File: src/rtl/efuse_req_arb.sv
// efuse_req_arb: shares the single efuse_ctrl command port between NREQ requesters.
// Requester 0 has fixed priority; requesters 1..NREQ-1 are served round-robin.
module efuse_req_arb #(
    parameter int NREQ     = 3,
    parameter int NW       = 64,
    parameter int NR       = 64,
    parameter int TO_START = 16,
    parameter int TO_DONE  = 4096,
    localparam int SELW    = $clog2(256 / NW),
    localparam int RSELW   = $clog2(256 / NR)
) (
    input  logic                    clk,
    input  logic                    rst,
    input  logic [NREQ-1:0]         req,
    input  logic [2*NREQ-1:0]       req_mode,
    input  logic [RSELW*NREQ-1:0]   req_rsel,
    input  logic [SELW*NREQ-1:0]    req_wsel,
    input  logic [NW*NREQ-1:0]      req_wdata,
    output logic [NREQ-1:0]         gnt,
    output logic [NREQ-1:0]         done,
    output logic [NREQ-1:0]         err,
    output logic [NR-1:0]           rsp_rdata,
    output logic                    ctrl_start,
    output logic [1:0]              ctrl_mode,
    output logic [RSELW-1:0]        ctrl_read_sel,
    output logic [SELW-1:0]         ctrl_write_sel,
    output logic [NW-1:0]           ctrl_wdata,
    input  logic                    ctrl_busy,
    input  logic [NR-1:0]           ctrl_rdata,
    output logic                    arb_busy
);
    localparam int IW = $clog2(NREQ);
    localparam int CW = $clog2(TO_DONE) + 1;

    typedef enum logic [2:0] {
        IDLE, GRANT, LAUNCH, WAIT_BSY, WAIT_DONE, RESP
    } state_e;

    state_e            state_q;
    logic [NREQ-1:0]   gnt_q, done_q, err_q;
    logic [NR-1:0]     rdata_q;
    logic              start_q;
    logic [1:0]        mode_q;
    logic [RSELW-1:0]  rsel_q;
    logic [SELW-1:0]   wsel_q;
    logic [NW-1:0]     wdata_q;
    logic [CW-1:0]     cnt_q;
    logic [IW-1:0]     ptr_q, idx_q;

    logic              found_d;
    logic [NREQ-1:0]   oh_d;
    logic [IW-1:0]     idx_d, ptr_d;
    logic [1:0]        mode_d;
    logic [RSELW-1:0]  rsel_d;
    logic [SELW-1:0]   wsel_d;
    logic [NW-1:0]     wdata_d;
    logic [CW-1:0]     cnt_inc;

    // Round-robin scan starts at ptr_q and wraps NREQ-1 -> 1, never visiting 0.
    always_comb begin : select
        int unsigned j;
        j       = 0;
        found_d = 1'b0;
        oh_d    = '0;
        idx_d   = '0;
        if (req[0]) begin
            found_d = 1'b1;
            oh_d[0] = 1'b1;
        end else begin
            for (int unsigned k = 0; k < NREQ - 1; k++) begin
                j = 32'(ptr_q) + k;
                if (j >= NREQ) j = j - (NREQ - 1);
                for (int unsigned i = 1; i < NREQ; i++) begin
                    if (!found_d && i == j && req[i]) begin
                        found_d = 1'b1;
                        oh_d[i] = 1'b1;
                        idx_d   = IW'(i);
                    end
                end
            end
        end
    end

    always_comb begin : cmd_mux
        mode_d  = '0;
        rsel_d  = '0;
        wsel_d  = '0;
        wdata_d = '0;
        for (int unsigned i = 0; i < NREQ; i++) begin
            if (oh_d[i]) begin
                mode_d  = req_mode[2*i +: 2];
                rsel_d  = req_rsel[RSELW*i +: RSELW];
                wsel_d  = req_wsel[SELW*i +: SELW];
                wdata_d = req_wdata[NW*i +: NW];
            end
        end
    end

    assign ptr_d   = (idx_q == IW'(NREQ - 1)) ? IW'(1) : idx_q + IW'(1);
    assign cnt_inc = (cnt_q == '1) ? cnt_q : cnt_q + CW'(1);

    always_ff @(posedge clk) begin
        if (rst) begin
            state_q <= IDLE;
            gnt_q   <= '0;
            done_q  <= '0;
            err_q   <= '0;
            rdata_q <= '0;
            start_q <= 1'b0;
            mode_q  <= '0;
            rsel_q  <= '0;
            wsel_q  <= '0;
            wdata_q <= '0;
            cnt_q   <= '0;
            ptr_q   <= IW'(1);
            idx_q   <= '0;
        end else begin
            start_q <= 1'b0;
            done_q  <= '0;
            err_q   <= '0;
            case (state_q)
                IDLE: begin
                    if (!ctrl_busy && found_d) begin
                        gnt_q   <= oh_d;
                        idx_q   <= idx_d;
                        mode_q  <= mode_d;
                        rsel_q  <= rsel_d;
                        wsel_q  <= wsel_d;
                        wdata_q <= wdata_d;
                        state_q <= GRANT;
                    end
                end
                GRANT: begin
                    if (mode_q[1]) begin
                        err_q   <= gnt_q;
                        state_q <= RESP;
                    end else begin
                        start_q <= 1'b1;
                        state_q <= LAUNCH;
                    end
                end
                LAUNCH: begin
                    cnt_q   <= '0;
                    state_q <= WAIT_BSY;
                end
                WAIT_BSY: begin
                    if (ctrl_busy) begin
                        cnt_q   <= '0;
                        state_q <= WAIT_DONE;
                    end else if (cnt_q == CW'(TO_START - 1)) begin
                        err_q   <= gnt_q;
                        state_q <= RESP;
                    end else begin
                        cnt_q <= cnt_inc;
                    end
                end
                WAIT_DONE: begin
                    if (!ctrl_busy) begin
                        done_q <= gnt_q;
                        if (mode_q == 2'd0) rdata_q <= ctrl_rdata;
                        state_q <= RESP;
                    end else if (cnt_q == CW'(TO_DONE - 1)) begin
                        err_q   <= gnt_q;
                        state_q <= RESP;
                    end else begin
                        cnt_q <= cnt_inc;
                    end
                end
                RESP: begin
                    gnt_q <= '0;
                    if (idx_q != '0) ptr_q <= ptr_d;
                    state_q <= IDLE;
                end
                default: state_q <= IDLE;
            endcase
        end
    end

    assign gnt            = gnt_q;
    assign done           = done_q;
    assign err            = err_q;
    assign rsp_rdata      = rdata_q;
    assign ctrl_start     = start_q;
    assign ctrl_mode      = mode_q;
    assign ctrl_read_sel  = rsel_q;
    assign ctrl_write_sel = wsel_q;
    assign ctrl_wdata     = wdata_q;
    assign arb_busy       = (state_q != IDLE);

endmodule
File: config.mk
export PLATFORM = sky130hd
export DESIGN_NAME = efuse_req_arb
export DESIGN_NICKNAME = d
export VERILOG_FILES = /design/src/rtl/efuse_req_arb.sv
export SDC_FILE = /design/constraint.sdc
export NUM_CORES = 1
export LEC_CHECK = 0
export CORE_AREA = 2 2 167 169
export CTS_BUF_LIST = sky130_fd_sc_hd__clkbuf_8
export DETAILED_ROUTE_END_ITERATION = 7
export DIE_AREA = 0 0 169 171
export GPL_ROUTABILITY_DRIVEN = 0
export PLACE_DENSITY = 0.57
export SLEW_MARGIN = 15
export SYNTH_ARGS = -nofsm -noshare
export SYNTH_HDL_FRONTEND = slang
export SYNTH_SLANG_ARGS = --single-unit
File: constraint.sdc
create_clock -name clk -period 2.43 [get_ports clk]
set_input_delay 0.486 -clock clk [delete_from_list [all_inputs] [get_ports clk]]
set_output_delay 0.486 -clock clk [all_outputs]
set_load 0.02 [all_outputs]
**After elaboration in Yosys (flattened, before gate mapping)**

Index checks and enable logic that the tools add are counted.

- Bits of input ports: 280
- Output and inout bits: 145
- Bits in registers: 164
- Logic and storage cells: 125

- $lt $le $gt $ge: 2
- Eq/ne operators: 19
- Bitwise operators: 3
- Add/sub/neg operators: 5
- Reduce and logical (&&, ||, !) cells: 26
- Mux-type cells: 57

Operators with widths:

| kind | number |
|---|---|
| $mux 64 | 3 |
| $mux 32 | 4 |
| $mux 13 | 5 |
| $eq 1x32->1 const A | 2 |
| $eq 2x32->1 const A | 2 |
| $pmux 13 s3 | 1 |
| $mux 3 | 12 |
| $mux 2 | 15 |
| $pmux 3 s5 | 1 |
| $mux 1 | 14 |
| $add 13x1->13 const B | 1 |
| $eq 13x12->1 const B | 1 |
| $eq 13x13->1 const B | 1 |
| $eq 13x4->1 const B | 1 |
| $ne 3x3->1 const B | 3 |
| $pmux 3 s3 | 1 |
| $logic_and 1x1->1 | 8 |
| $eq 3x2->1 const B | 2 |
| $eq 3x3->1 const B | 2 |
| $ne 2x2->1 const B | 3 |
| $pmux 3 s2 | 1 |
| $reduce_and 2->1 | 3 |
| $reduce_and 3->1 | 2 |
| $reduce_bool 3->1 | 2 |
| 16 further kinds | 22 |

**Depth between registers and ports, before layout**

- Depth in word-level cells: 25
- Mapped depth: 10
- Depth with buffers taken out: 8

**Worst setup path after synthesis**

OpenSTA, ideal clock, no wires.

- Kind: reg2reg
- Start: register ptr_q[0]
- End: register wdata_q[10] (netlist: ctrl_wdata[10])
- Path slack: 0.202 ns
- Required time: 2.284 ns
- Path buffers: 2
- Setup time: 0.146 ns
- Clock period less this slack: 2.228 ns
- Data arrival time: 2.082 ns
- Stages on the path, launching flop included: 10
- Cell sequence: dfxtp_1 -> inv_1 -> ha_1 -> nor2_1 -> mux2i_1 -> or2_1 -> a311oi_1 -> buf_2 -> buf_2 -> a211oi_2

- Cells in the longest elaborated chain, start to end: 24
- Elaborated cells on any way between the ends: 39
- Classes of those cells: 3 x add/sub; 2 x order compare; 4 x eq/ne; 18 x mux; 12 x reduce/logical

Ends and longest elaborated chain:

| element | line | RTL |
|---|---|---|
| start, declared | 48 | `logic [IW-1:0] ptr_q, idx_q;` |
| start signal, assigned | 171 | `if (idx_q != '0) ptr_q <= ptr_d;` |
| $sub 2x2->3 / $ge 2x2->1 (equally long branches) | 72 | `if (j >= NREQ) j = j - (NREQ - 1);` |
| $mux 32 | 72 |  |
| $mux 32 | 66 | `if (req[0]) begin` |
| $eq 1x32->1 | 74 | `if (!found_d && i == j && req[i]) begin` |
| $logic_and 1x1->1 | 74 |  |
| $mux 1 | 74 |  |
| $mux 1 | 66 |  |
| $logic_not 1->1 | 74 |  |
| [7 not listed] | - |  |
| $mux 1 | 74 |  |
| $mux 1 | 66 |  |
| $logic_not 1->1 | 74 |  |
| $logic_and 1x1->1 (2 in a row) | 74 |  |
| $mux 1 | 74 |  |
| $mux 1 | 66 |  |
| $logic_and 1x1->1 | 123 | `if (!ctrl_busy && found_d) begin` |
| $reduce_and 2->1 (no source line) | - |  |
| end signal, assigned | 129 | `wdata_q <= wdata_d;` |
| end, declared | 46 | `logic [NW-1:0] wdata_q;` |

Parallel ways exist; a longest one is shown, timed or not. The select of a mux whose other input is x is not followed.
A chain may end at the register's enable or synchronous reset.

**Worst setup path in the final report**

- Start: register ptr_q[0]
- End: register wdata_q[53] (netlist: ctrl_wdata[53])

The elaborated chain is that of the path after synthesis.

==> flow_summary.json <==
{
  "run_status": "finished, violations left",
  "violations": "DRC",
  "place.detailed.hpwl_um": 21880,
  "dieArea_mm2": 0.02890,
  "final_common_cell": "clkdlybuf4s50_1",
  "first_iter_violations": 606,
  "yosys_warnings": 0,
  "async_flop_share_pct": 0,
  "cp-start-kind": "flip-flop",
  "wire_per_inst_um": 19.05,
  "synth_edf_count": 0,
  "irDropWorstVdd_v": 0.0002727,
  "antenna_left": 0,
  "fillers": 2676,
  "max_freq_mhz": 425.2,
  "netlist_instances": 794,
  "setup_viol": 0,
  "synth_cell_types": 54,
  "yosysTopAreaCell": "dfxtp_1",
  "clkTransAtPathRegs_ps": 90,
  "cts_tree": "built",
  "period_share_pct": 96.79,
  "synth_ff_type": "dfxtp_1",
  "cts-root-buf": "clkbuf_8",
  "grt_usage_pct": 19.47,
  "cts_buffers": 17,
  "cap_violations": 0,
  "timing.clock.skew_ps": 30.78,
  "cts_buffer_depth": 2,
  "drc_errors": 10,
  "area_growth_pct": 75.33,
  "power.density_mw_per_mm2": 742.5,
  "syn-num-nets": 1079,
  "fin_nets": 1517,
  "wl_um": 30380,
  "multiInputGateArea_mm2": 0.003671,
  "tightest_slew_ps": 755.6,
  "leakage_nw": 4.395,
  "viasPerCell": 4.939,
  "crit_arrival_ps": 2660,
  "antenna_found_initial": 5,
  "critical_path_class": "flip-flop to flip-flop",
  "final_cell_area_mm2": 0.01284,
  "cts_sinks": 164,
  "finalPower_w": 0.009535,
  "grt_pass1_vias": 7427,
  "dieHeight_um": 171,
  "synth_area_leaders": "dfxtp_1 45%, a211oi_2 12%, a222oi_1 9.4%",
  "hold_viol": 0,
  "drive_above_1_share_pct": 15.98,
  "clock_latency_ps": 470,
  "port_buffers": 424,
  "core_area_mm2": 0.02732,
  "chipWidth_um": 169,
  "grt_max_degree": 71,
  "seqCellArea_mm2": 0.003286,
  "place_area_mm2": 0.01222,
  "endpoint_kind": "flip-flop",
  "initial_core_util_pct": 26.81,
  "cts-htree-levels": 4,
  "synth.cell_area_mm2": 0.007325,
  "ys_ff_latch": 164,
  "rows": 61,
  "synth.avg_cell_area_um2": 9.225,
  "period_needed_ps": 2352,
  "relSlewSlack_pct": 49.62,
  "worstHoldPathType": "flip-flop to flip-flop",
  "final.setup.tns_ps": 0,
  "grt-ovfl-total": 0,
  "dr_total_vias": 7878,
  "crit_fanout": 46,
  "final_cell_mix": "421 x clkdlybuf4s50_1, 162 x dfxtp_1, 139 x nand2_1, 81 x a21oi_1, 80 x nor2_1",
  "worstPathRequired_ps": 2730,
  "drv_slew": 0,
  "drtPass1Iterations": 8,
  "io-pin-count": 425,
  "grt_pass1_wl_um": 43830,
  "ys_seq_area_share_pct": 44.82,
  "synth_top_area_share_pct": 44.82,
  "final_core_util_pct": 47.00,
  "cts_hold_buf": 0
}
==> cell usage after synthesis (3+ instances only) <==
cell and n:
o31ai_1 6, nand4_1 3, o21ai_0 4, a211oi_2 69, a21oi_1 81, buf_6 8
or3_2 4, nand3_1 8, a211oi_1 3, o21ai_1 3, and2_1 8, nor3_1 4
inv_1 5, mux2i_1 4, ha_1 5, nand2b_1 9, nand2_1 139, a21o_1 4
nand3b_1 4, buf_2 28, or4_1 6, dfxtp_1 164, clkbuf_1 34, a222oi_1 69
and3_1 3, buf_4 3, nor2_1 81
==> routing by layer <==
layer | up-vias | global-route usage, % | share of wire, %
met3 | 28 | 7.009 | 8.7
met2 | 331 | 32.56 | 49
met4 | 2 | 6.392 | 1.8
met5 | - | 0 | 0.026
li1 | 3829 | - | -
met1 | 3688 | 23.29 | 41
==> flip-flops by register name (all words and copies together), names as in the netlist <==
| register | flops |
|---|---|
| ctrl_wdata | 64 |
| rsp_rdata | 64 |
| cnt_q | 13 |
| done | 3 |
| err | 3 |
| gnt | 3 |
| state_q | 3 |
| ctrl_mode | 2 |
| ctrl_read_sel | 2 |
| ctrl_write_sel | 2 |
| idx_q | 2 |
| ptr_q | 2 |
| ctrl_start | 1 |
==> cell families (layout without fill, tap and decap cells) <==
logic type,Yosys count,count (layout),share of synthesized area (%)
AO/OA/AOI/OAI,253,253,30.37
XOR/XNOR,1,1,0.1196
adder cells (fa/ha/maj),5,5,0.8541
buffers and inverters,80,531,5.774
flip-flops,164,164,44.82
multiplexers,4,4,0.5467
other,0,4,0
AND/OR/NAND/NOR,287,287,17.51
==> report_power, final <==
| part | internal, W | switching (W) | total, W |
|---|---|---|---|
| registers | 0.00309 | 0.000248 | 0.00334 |
| logic | 0.00206 | 0.00198 | 0.00404 |
| clock network | 0.000980 | 0.00117 | 0.00215 |
| total | 0.00613 | 0.00340 | 0.00954 |
==> final cells by class <==
cell class                 instances  share of cell area (%)
timing repair buffer             494                   38.99
multi-input combinational        550                   28.59
sequential                       164                   25.58
tap                              346                   3.371
clock buffer                      18                   1.929
clock inverter                    14                   1.315
inverter                           5                  0.1461
antenna                            4                 0.07794
==> worst paths after layout <==
kind / startpoint / endpoint / slack [ps] / cells after the start
min reg2reg: rsp_rdata[52] / rsp_rdata[52] / 460 / 2
max reg2reg: ptr_q[0] / ctrl_wdata[53] / 80 / 9
max: ptr_q[0] / ctrl_wdata[53] / 80 / 9
min: rsp_rdata[52] / rsp_rdata[52] / 460 / 2
==> metrics by stage <==
step | setup WS [ps] | cells | hold slack, ps
5_1_grt | -43.75 | 1594 | 480.0
2_1_floorplan | 202.3 | 794 | 445.4
3_3_place_gp | -72.78 | 1549 | 440.6
4_1_cts | 23.90 | 1581 | 458.5
6_report | 77.96 | 1595 | 458.7
3_5_place_dp | -113.1 | 1549 | 445.7
==> worst max-delay path, cell delays in order, from the launching register on <==
cell and delay [ps]:
dfxtp_2 340, inv_1 150, ha_1 210, nand2_2 80
nor3b_1 140, buf_4 140, and2_2 200, buf_12 170
a222oi_1 590, a211oi_2 150
==> repair_timing <==
action	in CTS	in global routing
gates resized for setup	1	14
endpoints found under the setup margin	1	72
gates cloned	0	4
buffers inserted	0	6
pin swaps	0	3
endpoints found under the hold margin	0	0
No activity file was read; power rests on OpenSTA's default activity.
